==> config.mk <==
export PLATFORM = sky130hd
export DESIGN_NAME = tsnperf_frame_gen
export DESIGN_NICKNAME = d
export VERILOG_FILES = /design/src/rtl/tsnperf_frame_gen_pkg.sv /design/src/rtl/tsnperf_hdr_mux.sv /design/src/rtl/tsnperf_frame_gen.sv
export SDC_FILE = /design/constraint.sdc
export NUM_CORES = 1
export LEC_CHECK = 0
export BUFFER_PORTS_ARGS = -buffer_cell sky130_fd_sc_hd__buf_2
export CORE_MARGIN = 2
export CORE_UTILIZATION = 35
export CTS_CLUSTER_DIAMETER = 30
export DETAILED_ROUTE_END_ITERATION = 7
export PLACE_DENSITY = 0.56
export SLEW_MARGIN = 20
export SYNTH_ARGS = -nofsm -noshare
export SYNTH_HDL_FRONTEND = slang
export SYNTH_HIERARCHICAL = 1
export SYNTH_SLANG_ARGS = --single-unit
export TNS_END_PERCENT = 5
==> constraint.sdc <==
create_clock -name tx_fifo_clock -period 6.39 [get_ports tx_fifo_clock]
set_input_delay 0.3195 -clock tx_fifo_clock [delete_from_list [all_inputs] [get_ports tx_fifo_clock]]
set_output_delay 0.3195 -clock tx_fifo_clock [all_outputs]
set_load 0.005 [all_outputs]
==> src/rtl/tsnperf_frame_gen_pkg.sv <==
// rtl/tsnperf_frame_gen_pkg.sv - shared TSNPerf frame definitions (states, header offsets, defaults)
package tsnperf_frame_gen_pkg;

  typedef enum logic [1:0] {
    ST_IDLE    = 2'd0,
    ST_HDR     = 2'd1,
    ST_PAYLOAD = 2'd2,
    ST_GAP     = 2'd3
  } state_t;

  localparam int SEQ_OFF = 14;
  localparam int TS_OFF  = 18;
  localparam int HDR_LEN = 26;

  localparam logic [47:0] DST_MAC_DEF   = 48'hFFFF_FFFF_FFFF;
  localparam logic [47:0] SRC_MAC_DEF   = 48'h0002_0304_0506;
  localparam logic [15:0] ETHERTYPE_DEF = 16'h88B5;
  localparam int          MIN_LEN_DEF   = 60;
  localparam int          MAX_LEN_DEF   = 1514;

  function automatic logic [10:0] clamp_len(input logic [10:0] len, input int lo, input int hi);
    if (len < 11'(lo)) return 11'(lo);
    if (len > 11'(hi)) return 11'(hi);
    return len;
  endfunction

endpackage

==> src/rtl/tsnperf_hdr_mux.sv <==
// rtl/tsnperf_hdr_mux.sv - combinational header byte select by byte index
module tsnperf_hdr_mux
  import tsnperf_frame_gen_pkg::*;
#(
  parameter logic [47:0] DST_MAC   = DST_MAC_DEF,
  parameter logic [47:0] SRC_MAC   = SRC_MAC_DEF,
  parameter logic [15:0] ETHERTYPE = ETHERTYPE_DEF
) (
  input  logic [10:0] idx,
  input  logic [31:0] seq,
  input  logic [63:0] ts,
  output logic [7:0]  hdr_byte
);

  // Byte 0 sits in the top octet; seq lands at SEQ_OFF and ts at TS_OFF.
  logic [HDR_LEN*8-1:0] hdr;
  assign hdr = {DST_MAC, SRC_MAC, ETHERTYPE, seq, ts};

  always_comb begin
    hdr_byte = 8'h00;
    for (int i = 0; i < HDR_LEN; i++) begin
      if (idx == 11'(i)) hdr_byte = hdr[(HDR_LEN-1-i)*8 +: 8];
    end
  end

endmodule

==> src/rtl/tsnperf_frame_gen.sv <==
// rtl/tsnperf_frame_gen.sv - TSNPerf test-frame source driving the MAC TX FIFO AXI-S port
module tsnperf_frame_gen
  import tsnperf_frame_gen_pkg::*;
#(
  parameter logic [47:0] DST_MAC   = DST_MAC_DEF,
  parameter logic [47:0] SRC_MAC   = SRC_MAC_DEF,
  parameter logic [15:0] ETHERTYPE = ETHERTYPE_DEF,
  parameter int          MIN_LEN   = MIN_LEN_DEF,
  parameter int          MAX_LEN   = MAX_LEN_DEF
) (
  input  logic        tx_fifo_clock,
  input  logic        tx_fifo_reset,
  input  logic        start,
  input  logic        stop,
  input  logic [10:0] cfg_len,
  input  logic [31:0] cfg_count,
  input  logic [15:0] cfg_gap,
  input  logic [63:0] timestamp,
  output logic [7:0]  tx_axis_tdata,
  output logic        tx_axis_tvalid,
  input  logic        tx_axis_tready,
  output logic        tx_axis_tlast,
  output logic        busy,
  output logic [31:0] frames_sent
);

  state_t      state;
  logic [10:0] idx;
  logic [10:0] len_q;
  logic [31:0] count_q;
  logic [15:0] gap_q;
  logic [15:0] gap_cnt;
  logic [31:0] seq;
  logic [63:0] ts_q;
  logic        stop_seen;

  logic [10:0] idx_nx;
  logic [7:0]  hdr_byte;
  logic [7:0]  next_byte;
  logic        hs;
  logic        last_beat;
  logic        end_run;

  assign idx_nx    = idx + 11'd1;
  assign hs        = tx_axis_tvalid & tx_axis_tready;
  assign last_beat = (idx == len_q - 11'd1);
  assign end_run   = stop_seen | stop |
                     ((count_q != 32'd0) && (frames_sent + 32'd1 == count_q));
  assign next_byte = (idx_nx < 11'(HDR_LEN)) ? hdr_byte : idx_nx[7:0];

  tsnperf_hdr_mux #(
    .DST_MAC  (DST_MAC),
    .SRC_MAC  (SRC_MAC),
    .ETHERTYPE(ETHERTYPE)
  ) u_hdr_mux (
    .idx     (idx_nx),
    .seq     (seq),
    .ts      (ts_q),
    .hdr_byte(hdr_byte)
  );

  // Entering HDR always presents byte 0 and latches the launch timestamp on the same edge.
  always_ff @(posedge tx_fifo_clock) begin
    if (tx_fifo_reset) begin
      state          <= ST_IDLE;
      idx            <= '0;
      len_q          <= 11'(MIN_LEN);
      count_q        <= '0;
      gap_q          <= '0;
      gap_cnt        <= '0;
      seq            <= '0;
      ts_q           <= '0;
      stop_seen      <= 1'b0;
      tx_axis_tdata  <= '0;
      tx_axis_tvalid <= 1'b0;
      tx_axis_tlast  <= 1'b0;
      busy           <= 1'b0;
      frames_sent    <= '0;
    end else begin
      case (state)
        ST_IDLE: begin
          if (start) begin
            len_q          <= clamp_len(cfg_len, MIN_LEN, MAX_LEN);
            count_q        <= cfg_count;
            gap_q          <= cfg_gap;
            seq            <= '0;
            frames_sent    <= '0;
            stop_seen      <= 1'b0;
            state          <= ST_HDR;
            idx            <= '0;
            ts_q           <= timestamp;
            tx_axis_tdata  <= DST_MAC[47:40];
            tx_axis_tvalid <= 1'b1;
            tx_axis_tlast  <= 1'b0;
            busy           <= 1'b1;
          end
        end

        ST_HDR, ST_PAYLOAD: begin
          if (stop) stop_seen <= 1'b1;
          if (hs) begin
            if (last_beat) begin
              frames_sent   <= frames_sent + 32'd1;
              seq           <= seq + 32'd1;
              stop_seen     <= 1'b0;
              tx_axis_tlast <= 1'b0;
              idx           <= '0;
              if (end_run) begin
                state          <= ST_IDLE;
                tx_axis_tvalid <= 1'b0;
                tx_axis_tdata  <= '0;
                busy           <= 1'b0;
              end else if (gap_q != 16'd0) begin
                state          <= ST_GAP;
                gap_cnt        <= gap_q - 16'd1;
                tx_axis_tvalid <= 1'b0;
                tx_axis_tdata  <= '0;
              end else begin
                state         <= ST_HDR;
                ts_q          <= timestamp;
                tx_axis_tdata <= DST_MAC[47:40];
              end
            end else begin
              idx           <= idx_nx;
              tx_axis_tdata <= next_byte;
              tx_axis_tlast <= (idx_nx == len_q - 11'd1);
              if (idx == 11'(HDR_LEN - 1)) state <= ST_PAYLOAD;
            end
          end
        end

        ST_GAP: begin
          if (stop) begin
            state <= ST_IDLE;
            busy  <= 1'b0;
          end else if (gap_cnt == 16'd0) begin
            state          <= ST_HDR;
            idx            <= '0;
            ts_q           <= timestamp;
            tx_axis_tdata  <= DST_MAC[47:40];
            tx_axis_tvalid <= 1'b1;
          end else begin
            gap_cnt <= gap_cnt - 16'd1;
          end
        end

        default: state <= ST_IDLE;
      endcase
    end
  end

endmodule

==> results.cfg <==
[outcome]
outcome = complete, no violations

[clock_tree]
postCtsSetupBuffers = 0
htreeDepth = 2
cts-resized-gates = 0
cts.sinks = 228
clk_pin_slew_ns = 0.04
numCtsBuffers = 60
clockBufferDepth = 3
cts_hold_buffers = 117
clockRootBuffer = clkbuf_16
clk-insertion-delay-late_ns = 0.61
tritoncts = built

[global_route]
busiest_layer = met2
grt_pass1_vias = 13130
grt_overflow = 0
grtUsageMet2_pct = 35.92
grt_max_degree = 93
grt_pass1_wl_um = 69850
grt_usage_pct = 21.84
antenna_found_initial = 1
grt_use_met1_pct = 28.92
use_met3_pct = 3.780

[drt]
ant_nets = 0
wire_per_inst_um = 17.22
vias_per_cell = 5.329
drc = 0
wirelength_um = 43820
vias = 13560
firstDrtPassIters = 5
drtIter0Drc = 889

[synthesis]
yosys.area.top_type = dfxtp_1
netlist.area_leader.share_pct = 34.03
synth-edff-count = 0
ys_ff_latch = 228
ys.flop_type = dfxtp_1
ys_async_sr_fraction_pct = 0
yosysSeqAreaShare_pct = 34.03
synth.avg_cell_area_sq_um = 7.758
synth_nets = 1865
ys_types = 93
synth_warnings = 6
synth_commonest_cells = dfxtp_1, nor2_1, nand2_1, a21oi_1, o21ai_0
synth_most_common_cell = dfxtp_1
synth_area_sq_um = 13410
synthCells = 1729
synth_area_leaders = dfxtp_1, nor2_1, mux2i_1

[timing]
finalSetupViolCount = 0
worst_slew_margin_rel_pct = 31.79
rsz0062_at_grt = no
min_period_over_period_pct = 80.10
tightest_slew_ns = 1.010
fin_crit_ns = 5.118
max_freq_mhz = 195.4
slew_viol_final = 0
setup_tns_ns = 0
fin_worst_skew_ns = 0.02791
whs_ns = 0.06362
finalHoldViolCount = 0

[setup_path]
cp_slowest_cell = or4_1
worstPathRequired_ns = 6.82
worstPathArrival_ns = 5.55
crit_path_end_kind = flop
cp_cell_sequence = ha_1, nand4_1, or4_1, o21ai_0, a21oi_1, or4_1, or4b_4, o211ai_1, o31a_2, buf_4, mux2i_1, nor2_1
cp_common_cell = or4_1
cp_max_fo = 22
cpPeakStageDelay_ns = 0.80
critPathKind = reg2reg
cp-start-kind = flop

[placed_design]
routabilityCongestion = 0.8915
hpwl_um = 29920
port_buffers = 170
placed_cells = 2313

[floorplan]
coreArea_sq_um = 37670
boundaryPins = 171
die_y_um = 199.8
die_area_sq_um = 39910
fp.dieW_um = 199.8
start_util_pct = 35.61
rows = 71

[pwr]
p_leak_nw = 7.277
p_sw_mw = 2.307
pwr-share-comb_pct = 28.0
seqPwrFrac_pct = 25.8
p_per_area_nw_per_um2 = 391.8
sw_frac_of_total_pct = 33.03
power_frac_clock_pct = 46.1
ir_drop_mv = 0.2492
p_int_mw = 4.678

[run]
maxCapViolations = 0

[final_layout]
final_cells = 2544
final_nets = 2117
n_antenna_cell = 0
drive_gt1_share_pct = 17.31
areaGrowthSynthToFinish_pct = 32.91
final_core_util_pct = 47.33

[hold_path]
hp-class = in2reg
==> layout by cell type (no fill, tap or decap), types with 6 or more instances in the layout <==
master / Yosys / final
clkinv_2: 0 / 16
a21oi_1: 144 / 143
mux2i_1: 78 / 78
dfxtp_1: 228 / 228
clkbuf_16: 0 / 61
and2_1: 10 / 9
xor2_1: 58 / 57
nand2_2: 10 / 11
buf_4: 1 / 16
nand2_1: 207 / 206
a21o_1: 11 / 11
o21ai_0: 105 / 105
nor3b_1: 6 / 6
and4_1: 8 / 8
nand3_1: 40 / 40
buf_2: 15 / 169
o211ai_1: 14 / 14
dlygate4sd3_1: 0 / 117
clkbuf_8: 0 / 13
a31oi_1: 6 / 6
and3_1: 25 / 25
nor2b_1: 22 / 22
nor2_1: 216 / 215
or3_1: 20 / 20
or4_1: 8 / 8
xnor2_1: 60 / 59
ha_1: 8 / 8
bufinv_16: 0 / 10
a211oi_1: 16 / 16
nand2b_1: 16 / 16
mux2_2: 12 / 12
a22oi_1: 8 / 8
nor3_1: 57 / 57
nand4_1: 37 / 37
nor4_1: 33 / 33
clkbuf_1: 77 / 8
o31ai_1: 13 / 13
inv_1: 30 / 29
o22ai_1: 6 / 6
==> cell families (layout without fill, tap and decap cells) <==
| family | Yosys count | after routing | share of synthesized area [%] |
|---|---|---|---|
| flops | 228 | 228 | 34.03 |
| mux | 90 | 90 | 6.828 |
| buf+inv | 144 | 448 | 5.354 |
| compound gates | 383 | 383 | 17.41 |
| fa+ha+maj | 8 | 8 | 0.7462 |
| xor+xnor | 118 | 118 | 7.704 |
| simple gates | 758 | 758 | 27.93 |
==> power by group through the flow <==
stage | sequential [mW] | combinational [mW] | clock, mW
CTS | 1.80 | 1.95 | 3.27
finish | 1.81 | 1.96 | 3.22
global placement | 1.82 | 1.86 | 0
floorplan | 1.76 | 1.55 | 0
global route | 1.83 | 2.16 | 3.35
detailed placement | 1.83 | 1.88 | 0
==> state kept, by name, summed over array words and instances, names as in the netlist <==
register and flops:
stop_seen 1, idx 11, frames_sent 32, len_q 11, gap_cnt 16, state 2
count_q 32, seq 32, tx_axis_tdata 8, tx_axis_tvalid 1, ts_q 64, busy 1
gap_q 16, tx_axis_tlast 1
==> metal layers <==
metal	vias up	wire length [um]
li1	6668	-
met1	6439	20510
met2	373	19940
met3	76	2279
met4	2	1068
met5	-	18
==> final timing paths <==
| path | endpoint | cells past startpoint | slack (ns) | startpoint |
|---|---|---|---|---|
| max | ts_q[46] | 12 | 1.27 | frames_sent[0] |
| min | stop_seen | 3 | 0.06 | stop |
| max reg2reg | ts_q[46] | 12 | 1.27 | frames_sent[0] |
| min reg2reg | gap_cnt[15] | 2 | 0.48 | gap_cnt[15] |
==> final cells by class <==
type / count / area (sq um)
fillers: 3704 / 19840
multi-input cells: 1357 / 8158
flip-flops and latches: 228 / 4564
repair buffers: 304 / 2168
clock buffers: 82 / 1735
well taps: 511 / 639.4
clock inverters: 32 / 450.4
inverters: 30 / 112.6
==> through the flow <==
step           setup WS (ns)  power [mW]  area [sq um]
2_1_floorplan          2.008       3.308         13410
3_3_place_gp           1.530       3.676         14470
3_5_place_dp           1.394       3.709         14470
4_1_cts                1.352       7.016         17830
5_1_grt                1.056       7.340         17830
6_report               1.272       6.984         17830
==> critical path, delay by kind of cell (launching register included) <==
family                     cells  cell delay, ns
DFF                            1            0.46
muxes                          1            0.24
adders and majority gates      1            0.33
and+or+nand+nor                5            2.29
AOI/OAI and AO/OA              4            1.22
buffers and inverters          1            0.37
(Power assumes the default switching activity.)
